### src/rtl/io_uart.sv
// io_uart: 8N1 UART on the cdp1802 I/O port bus.
// TX FIFO feeds the serialiser; RX fills a one-byte holding register.
//
// Ports:
//   clock, reset      single clock, synchronous active-high reset
//   io_n              port number from the core
//   io_inp, io_out    INP / OUT strobes (edge-detected)
//   io_dout           byte written by the core
//   io_din            byte returned to the core (combinational)
//   rxd, txd          serial in (async, idle high) / serial out
//   irq               rx_valid | tx_empty
module io_uart #(
  parameter int CLKDIV    = 16,
  parameter int TX_DEPTH  = 4,
  parameter int PORT_DATA = 1,
  parameter int PORT_STAT = 2
) (
  input  logic       clock,
  input  logic       reset,
  input  logic [2:0] io_n,
  input  logic       io_inp,
  input  logic       io_out,
  input  logic [7:0] io_dout,
  output logic [7:0] io_din,
  input  logic       rxd,
  output logic       txd,
  output logic       irq
);

  localparam int DW = $clog2(CLKDIV);
  localparam int AW = $clog2(TX_DEPTH);
  localparam int CW = AW + 1;

  localparam logic [DW-1:0] DIV_LAST  = DW'(CLKDIV - 1);
  localparam logic [DW-1:0] HALF_LAST = DW'(CLKDIV / 2 - 1);
  localparam logic [CW-1:0] FULL_CNT  = CW'(TX_DEPTH);

  localparam logic [1:0] S_IDLE  = 2'd0;
  localparam logic [1:0] S_START = 2'd1;
  localparam logic [1:0] S_DATA  = 2'd2;
  localparam logic [1:0] S_STOP  = 2'd3;

  // ---------------- strobes / decode ----------------
  logic out_q;
  logic inp_q;
  logic out_edge;
  logic inp_edge;
  logic sel_data;
  logic sel_stat;

  always_ff @(posedge clock) begin
    if (reset) begin
      out_q <= 1'b0;
      inp_q <= 1'b0;
    end else begin
      out_q <= io_out;
      inp_q <= io_inp;
    end
  end

  assign out_edge = io_out & ~out_q;
  assign inp_edge = io_inp & ~inp_q;
  assign sel_data = (io_n == 3'(PORT_DATA));
  assign sel_stat = (io_n == 3'(PORT_STAT));

  // ---------------- TX FIFO ----------------
  logic [7:0]    mem [TX_DEPTH];
  logic [AW-1:0] wr_ptr;
  logic [AW-1:0] rd_ptr;
  logic [CW-1:0] count;
  logic          tx_full;
  logic          tx_empty;
  logic          push;
  logic          pop;
  logic [7:0]    head;

  assign tx_full = (count == FULL_CNT);
  assign push    = out_edge & sel_data & ~tx_full;
  assign head    = mem[rd_ptr];

  always_ff @(posedge clock) begin
    if (push) begin
      mem[wr_ptr] <= io_dout;
    end
  end

  always_ff @(posedge clock) begin
    if (reset) begin
      wr_ptr <= '0;
      rd_ptr <= '0;
      count  <= '0;
    end else begin
      if (push) begin
        wr_ptr <= wr_ptr + 1'b1;
      end
      if (pop) begin
        rd_ptr <= rd_ptr + 1'b1;
      end
      case ({push, pop})
        2'b10:   count <= count + 1'b1;
        2'b01:   count <= count - 1'b1;
        default: count <= count;
      endcase
    end
  end

  // ---------------- TX FSM ----------------
  logic [1:0]    tx_state;
  logic [DW-1:0] tx_div;
  logic [2:0]    tx_bit;
  logic [7:0]    tx_sh;
  logic          tx_last;

  assign tx_last  = (tx_div == DIV_LAST);
  assign tx_empty = (count == '0) && (tx_state == S_IDLE);

  // Popping at the end of STOP chains frames with no idle gap.
  assign pop = (count != '0) &&
               ((tx_state == S_IDLE) ||
                ((tx_state == S_STOP) && tx_last));

  always_ff @(posedge clock) begin
    if (reset) begin
      tx_state <= S_IDLE;
      tx_div   <= '0;
      tx_bit   <= '0;
      tx_sh    <= '0;
      txd      <= 1'b1;
    end else begin
      // txd is registered from the state, one cycle behind it.
      case (tx_state)
        S_START: txd <= 1'b0;
        S_DATA:  txd <= tx_sh[0];
        default: txd <= 1'b1;
      endcase
      case (tx_state)
        S_IDLE: begin
          tx_div <= '0;
          if (pop) begin
            tx_sh    <= head;
            tx_state <= S_START;
          end
        end
        S_START: begin
          if (tx_last) begin
            tx_div   <= '0;
            tx_bit   <= '0;
            tx_state <= S_DATA;
          end else begin
            tx_div <= tx_div + 1'b1;
          end
        end
        S_DATA: begin
          if (tx_last) begin
            tx_div <= '0;
            tx_sh  <= {1'b0, tx_sh[7:1]};
            if (tx_bit == 3'd7) begin
              tx_state <= S_STOP;
            end else begin
              tx_bit <= tx_bit + 1'b1;
            end
          end else begin
            tx_div <= tx_div + 1'b1;
          end
        end
        default: begin
          if (tx_last) begin
            tx_div <= '0;
            if (pop) begin
              tx_sh    <= head;
              tx_state <= S_START;
            end else begin
              tx_state <= S_IDLE;
            end
          end else begin
            tx_div <= tx_div + 1'b1;
          end
        end
      endcase
    end
  end

  // ---------------- RX path ----------------
  logic          rx_s1;
  logic          rxs;
  logic [1:0]    rx_state;
  logic [DW-1:0] rx_div;
  logic [2:0]    rx_bit;
  logic [7:0]    rx_sh;
  logic          rx_armed;
  logic          rx_last;
  logic          rx_ok;
  logic          rx_bad;
  logic [7:0]    rx_data;
  logic          rx_valid;
  logic          overrun;
  logic          frame_err;

  always_ff @(posedge clock) begin
    if (reset) begin
      rx_s1 <= 1'b1;
      rxs   <= 1'b1;
    end else begin
      rx_s1 <= rxd;
      rxs   <= rx_s1;
    end
  end

  assign rx_last = (rx_div == DIV_LAST);
  assign rx_ok   = (rx_state == S_STOP) && rx_last && rxs;
  assign rx_bad  = (rx_state == S_STOP) && rx_last && !rxs;

  always_ff @(posedge clock) begin
    if (reset) begin
      rx_state <= S_IDLE;
      rx_div   <= '0;
      rx_bit   <= '0;
      rx_sh    <= '0;
      rx_armed <= 1'b0;
    end else begin
      case (rx_state)
        S_IDLE: begin
          rx_div <= '0;
          // A line still low after a bad stop bit must not restart.
          if (!rx_armed) begin
            rx_armed <= rxs;
          end else if (!rxs) begin
            rx_state <= S_START;
          end
        end
        S_START: begin
          if (rx_div == HALF_LAST) begin
            rx_div <= '0;
            rx_bit <= '0;
            if (rxs) begin
              rx_state <= S_IDLE;
            end else begin
              rx_state <= S_DATA;
            end
          end else begin
            rx_div <= rx_div + 1'b1;
          end
        end
        S_DATA: begin
          if (rx_last) begin
            rx_div <= '0;
            rx_sh  <= {rxs, rx_sh[7:1]};
            if (rx_bit == 3'd7) begin
              rx_state <= S_STOP;
            end else begin
              rx_bit <= rx_bit + 1'b1;
            end
          end else begin
            rx_div <= rx_div + 1'b1;
          end
        end
        default: begin
          if (rx_last) begin
            rx_div   <= '0;
            rx_armed <= 1'b0;
            rx_state <= S_IDLE;
          end else begin
            rx_div <= rx_div + 1'b1;
          end
        end
      endcase
    end
  end

  // Flags: a hardware set beats a same-cycle read clear.
  always_ff @(posedge clock) begin
    if (reset) begin
      rx_data   <= '0;
      rx_valid  <= 1'b0;
      overrun   <= 1'b0;
      frame_err <= 1'b0;
    end else begin
      if (rx_ok) begin
        rx_data <= rx_sh;
      end
      if (rx_ok) begin
        rx_valid <= 1'b1;
      end else if (inp_edge && sel_data) begin
        rx_valid <= 1'b0;
      end
      if (rx_ok && rx_valid) begin
        overrun <= 1'b1;
      end else if (inp_edge && sel_stat) begin
        overrun <= 1'b0;
      end
      if (rx_bad) begin
        frame_err <= 1'b1;
      end else if (inp_edge && sel_stat) begin
        frame_err <= 1'b0;
      end
    end
  end

  // ---------------- CPU read mux ----------------
  logic [7:0] status;

  assign status = {3'b000, frame_err, overrun,
                   rx_valid, tx_full, tx_empty};

  always_comb begin
    io_din = 8'h00;
    unique case (1'b1)
      io_inp && sel_data: io_din = rx_data;
      io_inp && sel_stat: io_din = status;
      default:            io_din = 8'h00;
    endcase
  end

  assign irq = rx_valid | tx_empty;

endmodule
### config.mk
export PLATFORM = sky130hd
export DESIGN_NAME = io_uart
export DESIGN_NICKNAME = d
export VERILOG_FILES = /design/src/rtl/io_uart.sv
export SDC_FILE = /design/constraint.sdc
export NUM_CORES = 1
export LEC_CHECK = 0
export CAP_MARGIN = 30
export CORE_MARGIN = 8
export CORE_UTILIZATION = 35
export CTS_BUF_LIST = sky130_fd_sc_hd__clkbuf_4 sky130_fd_sc_hd__clkbuf_8
export DETAILED_ROUTE_END_ITERATION = 16
export HOLD_SLACK_MARGIN = 0.08
export SETUP_SLACK_MARGIN = 0.2
export SLEW_MARGIN = 40
export SYNTH_ARGS = -nofsm -noshare
export SYNTH_HDL_FRONTEND = slang
export SYNTH_SLANG_ARGS = --single-unit
### constraint.sdc
create_clock -name clock -period 3.3 [get_ports clock]
set_input_delay 0.495 -clock clock [delete_from_list [all_inputs] [get_ports clock]]
set_output_delay 0.495 -clock clock [all_outputs]
set_load 0.005 [all_outputs]
==> impl_metrics.env, run 1 <==
export IMPL_start_util_pct=35.92
export IMPL_p_sw_uw=847.2
export IMPL_clk_path_buf_depth=2
export IMPL_synthArstFlopShare_pct=0
export IMPL_synth_area_um2=4101
export IMPL_htreeDepth=3
export IMPL_grt_pass1_wl_mm=12.83
export IMPL_final_util_pct=40.49
export IMPL_place_congestion=0.7505
export IMPL_skew_ns=0.01092
export IMPL_synthesis_nets=396
export IMPL_slowest_delay_ns=0.52
export IMPL_p_sw_share_pct=29.86
export IMPL_ctsHoldBuffers=0
export IMPL_first_pass_iters=6
export IMPL_critPathBufInv=2
export IMPL_startpoint="io_n[0]"
export IMPL_numClockSinks=92
export IMPL_maxCapViolCount=0
export IMPL_finalNetCount=416
export IMPL_max_freq_mhz=358.4
export IMPL_status="finished clean"
export IMPL_grtUsageTotal_pct=10.16
export IMPL_die_w_um=124.3
export IMPL_avgViaCountPerCell=5.025
export IMPL_gr_total_overflow=0
export IMPL_pwr_share_seq_pct=48.2
export IMPL_finalCritPeriodShare_pct=84.55
export IMPL_synth_seq_cells=92
export IMPL_synth_cell_types=53
export IMPL_multiInputGateArea_um2=1770
export IMPL_p_per_area_nw_per_um2=613.8
export IMPL_crit_required_ns=2.80
export IMPL_netlist_instances=360
export IMPL_rows=39
export IMPL_wirelength_mm=7.548
export IMPL_worstHoldStart="rx_s1"
export IMPL_internal_power_uw=1990
export IMPL_dp_slack_ns=0.1762
export IMPL_vias=2653
export IMPL_slew_headroom_pct=50.52
export IMPL_clockPowerShare_pct=25.9
export IMPL_cts_tree="yes"
export IMPL_crit_slowest_cell="clkdlybuf4s50_1"
export IMPL_yosys_warnings=0
export IMPL_vdd_drop_max_mv=0.2535
export IMPL_port_buffers=25
export IMPL_layout_area_overhead_vs_synth_pct=12.72
export IMPL_critPathKind="primary input to primary output"
export IMPL_grt_max_degree=31
export IMPL_coreArea_um2=11420
export IMPL_worst_slew_pin_slew_ns=0.7382
export IMPL_setup_viol=0
export IMPL_rsz0062_at_grt="false"
export IMPL_crit_family="buffers and inverters"
export IMPL_ant_nets=0
export IMPL_cpMostUsedCell="clkdlybuf4s50_1"
export IMPL_cts_made_buffers=9
export IMPL_drv_slew=0
export IMPL_die_area_um2=15440
export IMPL_fillCellCount=1118
export IMPL_antenna_found_initial=0
export IMPL_setup_tns_ns=0
export IMPL_die_height_um=124.3
export IMPL_seqCellArea_um2=2162
export IMPL_synth_edf_count=32
export IMPL_crit_arrival_ns=2.30
export IMPL_drc=0
export IMPL_diodes=0
export IMPL_hpwl_mm=5.351
export IMPL_path_cells="clkdlybuf4s50_1 > nor3b_2 > and2_1 > nand2_1 > o21ai_0 > clkdlybuf4s50_1"
export IMPL_r2r_start="count[2]"
export IMPL_drive_above_1_share_pct=9.870
export IMPL_hold_slack_ns=0.4168
export IMPL_drt_iter0_markers=113
export IMPL_clk_latency_ns=0.37
export IMPL_finalWorstPathRequiredPeriod_ns=2.790
export IMPL_setup_ws_ns=0.5098
export IMPL_crit_fanout=6
export IMPL_clkTransAtPathRegs_ns=0.09
export IMPL_startpoint_type="primary input"
export IMPL_end_kind="primary output"
export IMPL_hp_class="flip-flop to flip-flop"
export IMPL_synth_flop_cell="dfxtp_1"
export IMPL_p_leak_uw=0.001654
export IMPL_ios=26
export IMPL_pwr_share_comb_pct=25.9
export IMPL_wl_per_cell_um=14.30
export IMPL_cts_root_buf="clkbuf_8"
export IMPL_synth_seq_area_share_pct=52.72
export IMPL_avgSynthCellArea_um2=11.39
export IMPL_grt_pass1_vias=2642
export IMPL_hold_violations=0
==> registers in the layout, indices dropped and copies added (netlist names), 2 cells and up, named ones only <==
signal / cells
mem: 32
rx_data: 8
rx_sh: 8
tx_sh: 8
rx_div: 4
tx_div: 4
count: 3
rx_bit: 3
tx_bit: 3
rd_ptr: 2
rx_state: 2
tx_state: 2
wr_ptr: 2
==> per-layer routing <==
metal	part of all wire, %	wire length, µm	global-route usage [%]	vias up
met3	2.8	213	3.234	14
li1	-	-	-	1342
met2	47	3581	16.18	31
met1	47	3550	11.99	1266
met5	0	0	0	-
met4	2.7	202	5.315	0
==> power groups by stage <==
stage	Combinational [µW]	Sequential [µW]	Clock, µW
after floorplan	611	1350	0
after global placement	716	1400	0
after detailed placement	740	1400	0
after CTS	745	1370	756
after global routing	831	1390	805
final	735	1370	734
==> worst paths after layout <==
check / end / depth (start not counted) / slack, ns
max: io_din[0] / 6 / 0.51
min: rxs / 1 / 0.42
max reg2reg: count[2] / 9 / 0.93
min reg2reg: rxs / 1 / 0.42
==> placed cells by master, fill, tap and decap left out, drive strengths merged, types with 4 or more instances in the layout <==
| cell | instances |
|---|---|
| o311a | 7 |
| xnor2 | 5 |
| xor2 | 4 |
| nor2b | 5 |
| nand2 | 28 |
| inv | 14 |
| ha | 19 |
| nand4 | 4 |
| nor3b | 6 |
| and2 | 7 |
| nand2b | 6 |
| clkbuf | 10 |
| mux2i | 19 |
| a21oi | 21 |
| and3 | 5 |
| dfxtp | 60 |
| edfxtp | 32 |
| nor3 | 4 |
| clkdlybuf4s50 | 25 |
| a22o | 4 |
| nor2 | 28 |
| nand3 | 7 |
| mux4 | 8 |
| o21ai | 19 |
==> cell type report <==
type / count / area share, %
clock buffers: 10 / 2.842
repair buffers: 28 / 5.900
inverters: 14 / 1.137
clock inverters: 6 / 1.191
flip-flops and latches: 92 / 46.77
multi-input cells: 235 / 38.30
well taps: 143 / 3.870
==> cells in the mapped netlist, types with 7 or more instances <==
master    count  area share [%]
dfxtp_1      60              29
mux2i_1      19             4.6
inv_1        14             1.3
edfxtp_1     32              23
nand2_1      28             2.6
nor2_1       28             2.6
a21oi_1      21             2.6
clkbuf_1      7            0.64
and2_1        7             1.1
mux4_2        8             4.4
o21ai_0      19             2.3
ha_1         19             5.8
o311a_1       7             1.7
==> through the flow <==
| stage | instance area, µm² | instances | power [µW] |
|---|---|---|---|
| floorplan | 4101 | 360 | 1960 |
| global placement | 4429 | 512 | 2111 |
| detailed placement | 4429 | 512 | 2139 |
| CTS | 4616 | 528 | 2873 |
| global route | 4623 | 528 | 3026 |
| finish | 4623 | 528 | 2838 |
==> kinds of logic after synthesis <==
group	synth area share, %
compound gates	10.07
fa+ha+maj	6.284
flops	52.71
simple gates	15.68
buf+inv	4.301
mux	9.030
xor+xnor	1.922
==> repair_timing <==
item,4_1_cts,5_1_grt
buffers inserted,0,0
endpoints found under the setup margin,0,5
resized for setup,0,1
No activity file was read; power rests on OpenSTA's default activity.
==> run 2, diff against run 1 <==
clock period = 2.45 ns   (was 3.3 ns; I/O delays follow)
==> impl_metrics.env, run 2 (synthesis results as in run 1) <==
export IMPL_clk_path_buf_depth=2
export IMPL_finalWorstPathRequiredPeriod_ns=2.173
export IMPL_largest_register="mem"
export IMPL_status="finished clean"
export IMPL_worstHoldStart="rx_s1"
export IMPL_end_kind="flip-flop"
export IMPL_hold_slack_ns=0.4180
export IMPL_clk_latency_ns=0.36
export IMPL_totalPowerFinal_uw=4210
export IMPL_finalNetCount=441
export IMPL_r2r_start="count[1]"
export IMPL_skew_ns=0.01313
export IMPL_maxCapViolCount=0
export IMPL_place_congestion=0.7963
export IMPL_drc=0
export IMPL_grtUsageTotal_pct=10.44
export IMPL_p_leak_uw=0.001953
export IMPL_crit_fanout=4
export IMPL_finalCritPeriodShare_pct=88.68
export IMPL_ant_nets=0
export IMPL_worst_slew_pin_slew_ns=0.6235
export IMPL_ios=26
export IMPL_grt_pass1_vias=2818
export IMPL_layout_area_overhead_vs_synth_pct=21.05
export IMPL_vias=2784
export IMPL_crit_slowest_cell="dfxtp_4"
export IMPL_critPathBufInv=2
export IMPL_cts_made_buffers=9
export IMPL_rsz0062_at_grt="true"
export IMPL_antenna_found_initial=0
export IMPL_drv_slew=0
export IMPL_wirelength_mm=7.895
export IMPL_cts_root_buf="clkbuf_8"
export IMPL_crit_arrival_ns=2.46
export IMPL_die_area_um2=15440
export IMPL_numClockSinks=92
export IMPL_gr_total_overflow=0
export IMPL_startpoint_type="flip-flop"
export IMPL_hp_class="flip-flop to flip-flop"
export IMPL_first_pass_iters=5
export IMPL_die_w_um=124.3
export IMPL_htreeDepth=3
export IMPL_diodes=0
export IMPL_avgViaCountPerCell=5.034
export IMPL_grt_max_degree=21
export IMPL_layout_commonest_cell="dfxtp_1"
export IMPL_p_per_area_nw_per_um2=848.1
export IMPL_slew_headroom_pct=57.87
export IMPL_port_buffers=25
export IMPL_dp_slack_ns=-0.1101
export IMPL_drive_above_1_share_pct=20.24
export IMPL_coreArea_um2=11420
export IMPL_wl_per_cell_um=14.28
export IMPL_ctsHoldBuffers=0
export IMPL_setup_ws_ns=0.2774
export IMPL_cts_tree="yes"
export IMPL_rows=39
export IMPL_max_freq_mhz=460.3
export IMPL_path_cells="nor3b_4 > and4bb_2 > inv_2 > ha_2 > inv_1 > fa_2 > xor2_1 > or3_1 > a21oi_2"
export IMPL_crit_family="simple AND/OR/NAND/NOR gates"
export IMPL_clkTransAtPathRegs_ns=0.09
export IMPL_mostFrequentLayoutCells="54 x dfxtp_1, 32 x edfxtp_1, 28 x nand2_1"
export IMPL_grt_pass1_wl_mm=13.27
export IMPL_die_height_um=124.3
export IMPL_drt_iter0_markers=131
export IMPL_startpoint="count[1]"
export IMPL_start_util_pct=35.92
export IMPL_vdd_drop_max_mv=0.3449
export IMPL_crit_required_ns=2.74
export IMPL_hpwl_mm=5.418
export IMPL_critPathKind="flip-flop to flip-flop"
export IMPL_largest_reg_flops=32
export IMPL_slowest_delay_ns=0.37
export IMPL_hold_violations=0
export IMPL_setup_viol=0
-- run 2: cell types whose count changed in the layout (fill, tap and decap cells not counted), moves of 4 or more --
cell / before / now
dfxtp_1: 60 / 54
dlymetal6s2s_1: 0 / 7
buf_4: 3 / 27
clkdlybuf4s50_1: 25 / 14
dlygate4sd2_1: 0 / 4
-- run 2: what timing repair did --
item,4_1_cts,5_1_grt
resized for setup,19,22
setup endpoints to repair,10,13
pin swaps,3,8
setup buffers,2,5
-- run 2: worst paths after layout --
kind                            cells after the start  endpoint  slack, ns
worst max-delay path                                9  count[2]       0.28
worst max register to register                      9  count[2]       0.28
worst min-delay path                                1       rxs       0.42
worst min register to register                      1       rxs       0.42
-- run 2: stage by stage --
stage	util, %	cell area, µm²	setup TNS [ns]	std cells
2_1_floorplan	-	4101	0	360
3_3_place_gp	39.97	4564	-0.3211	530
3_5_place_dp	39.97	4564	-0.6277	530
4_1_cts	42.58	4862	0	548
5_1_grt	43.48	4965	0	553
6_report	43.48	4965	0	553
-- run 2: routing by layer --
metal | part of all wire [%] | vias up | wire length (µm) | GRT usage, %
li1 | - | 1397 | - | -
met1 | 46 | 1345 | 3624 | 12.39
met2 | 49 | 34 | 3875 | 17.16
met3 | 3.2 | 8 | 253 | 2.681
met4 | 1.8 | 0 | 142 | 5.103
met5 | 0 | - | 0 | 0
-- run 2: layout make-up --
class / instances / area, µm²
timing repair buffer: 53 / 476.7
inverter: 14 / 52.55
clock buffer: 14 / 167.7
clock inverter: 2 / 60.06
fill: 1083 / 6454
tap: 143 / 178.9
sequential: 92 / 2177
multi-input combinational: 235 / 1852
-- run 2: power breakdown --
part           total (µW)  switching (µW)  internal, µW
clock network        1140             494           650
logic                1200             566           632
registers            1870             141          1730
total                4210            1200          3010
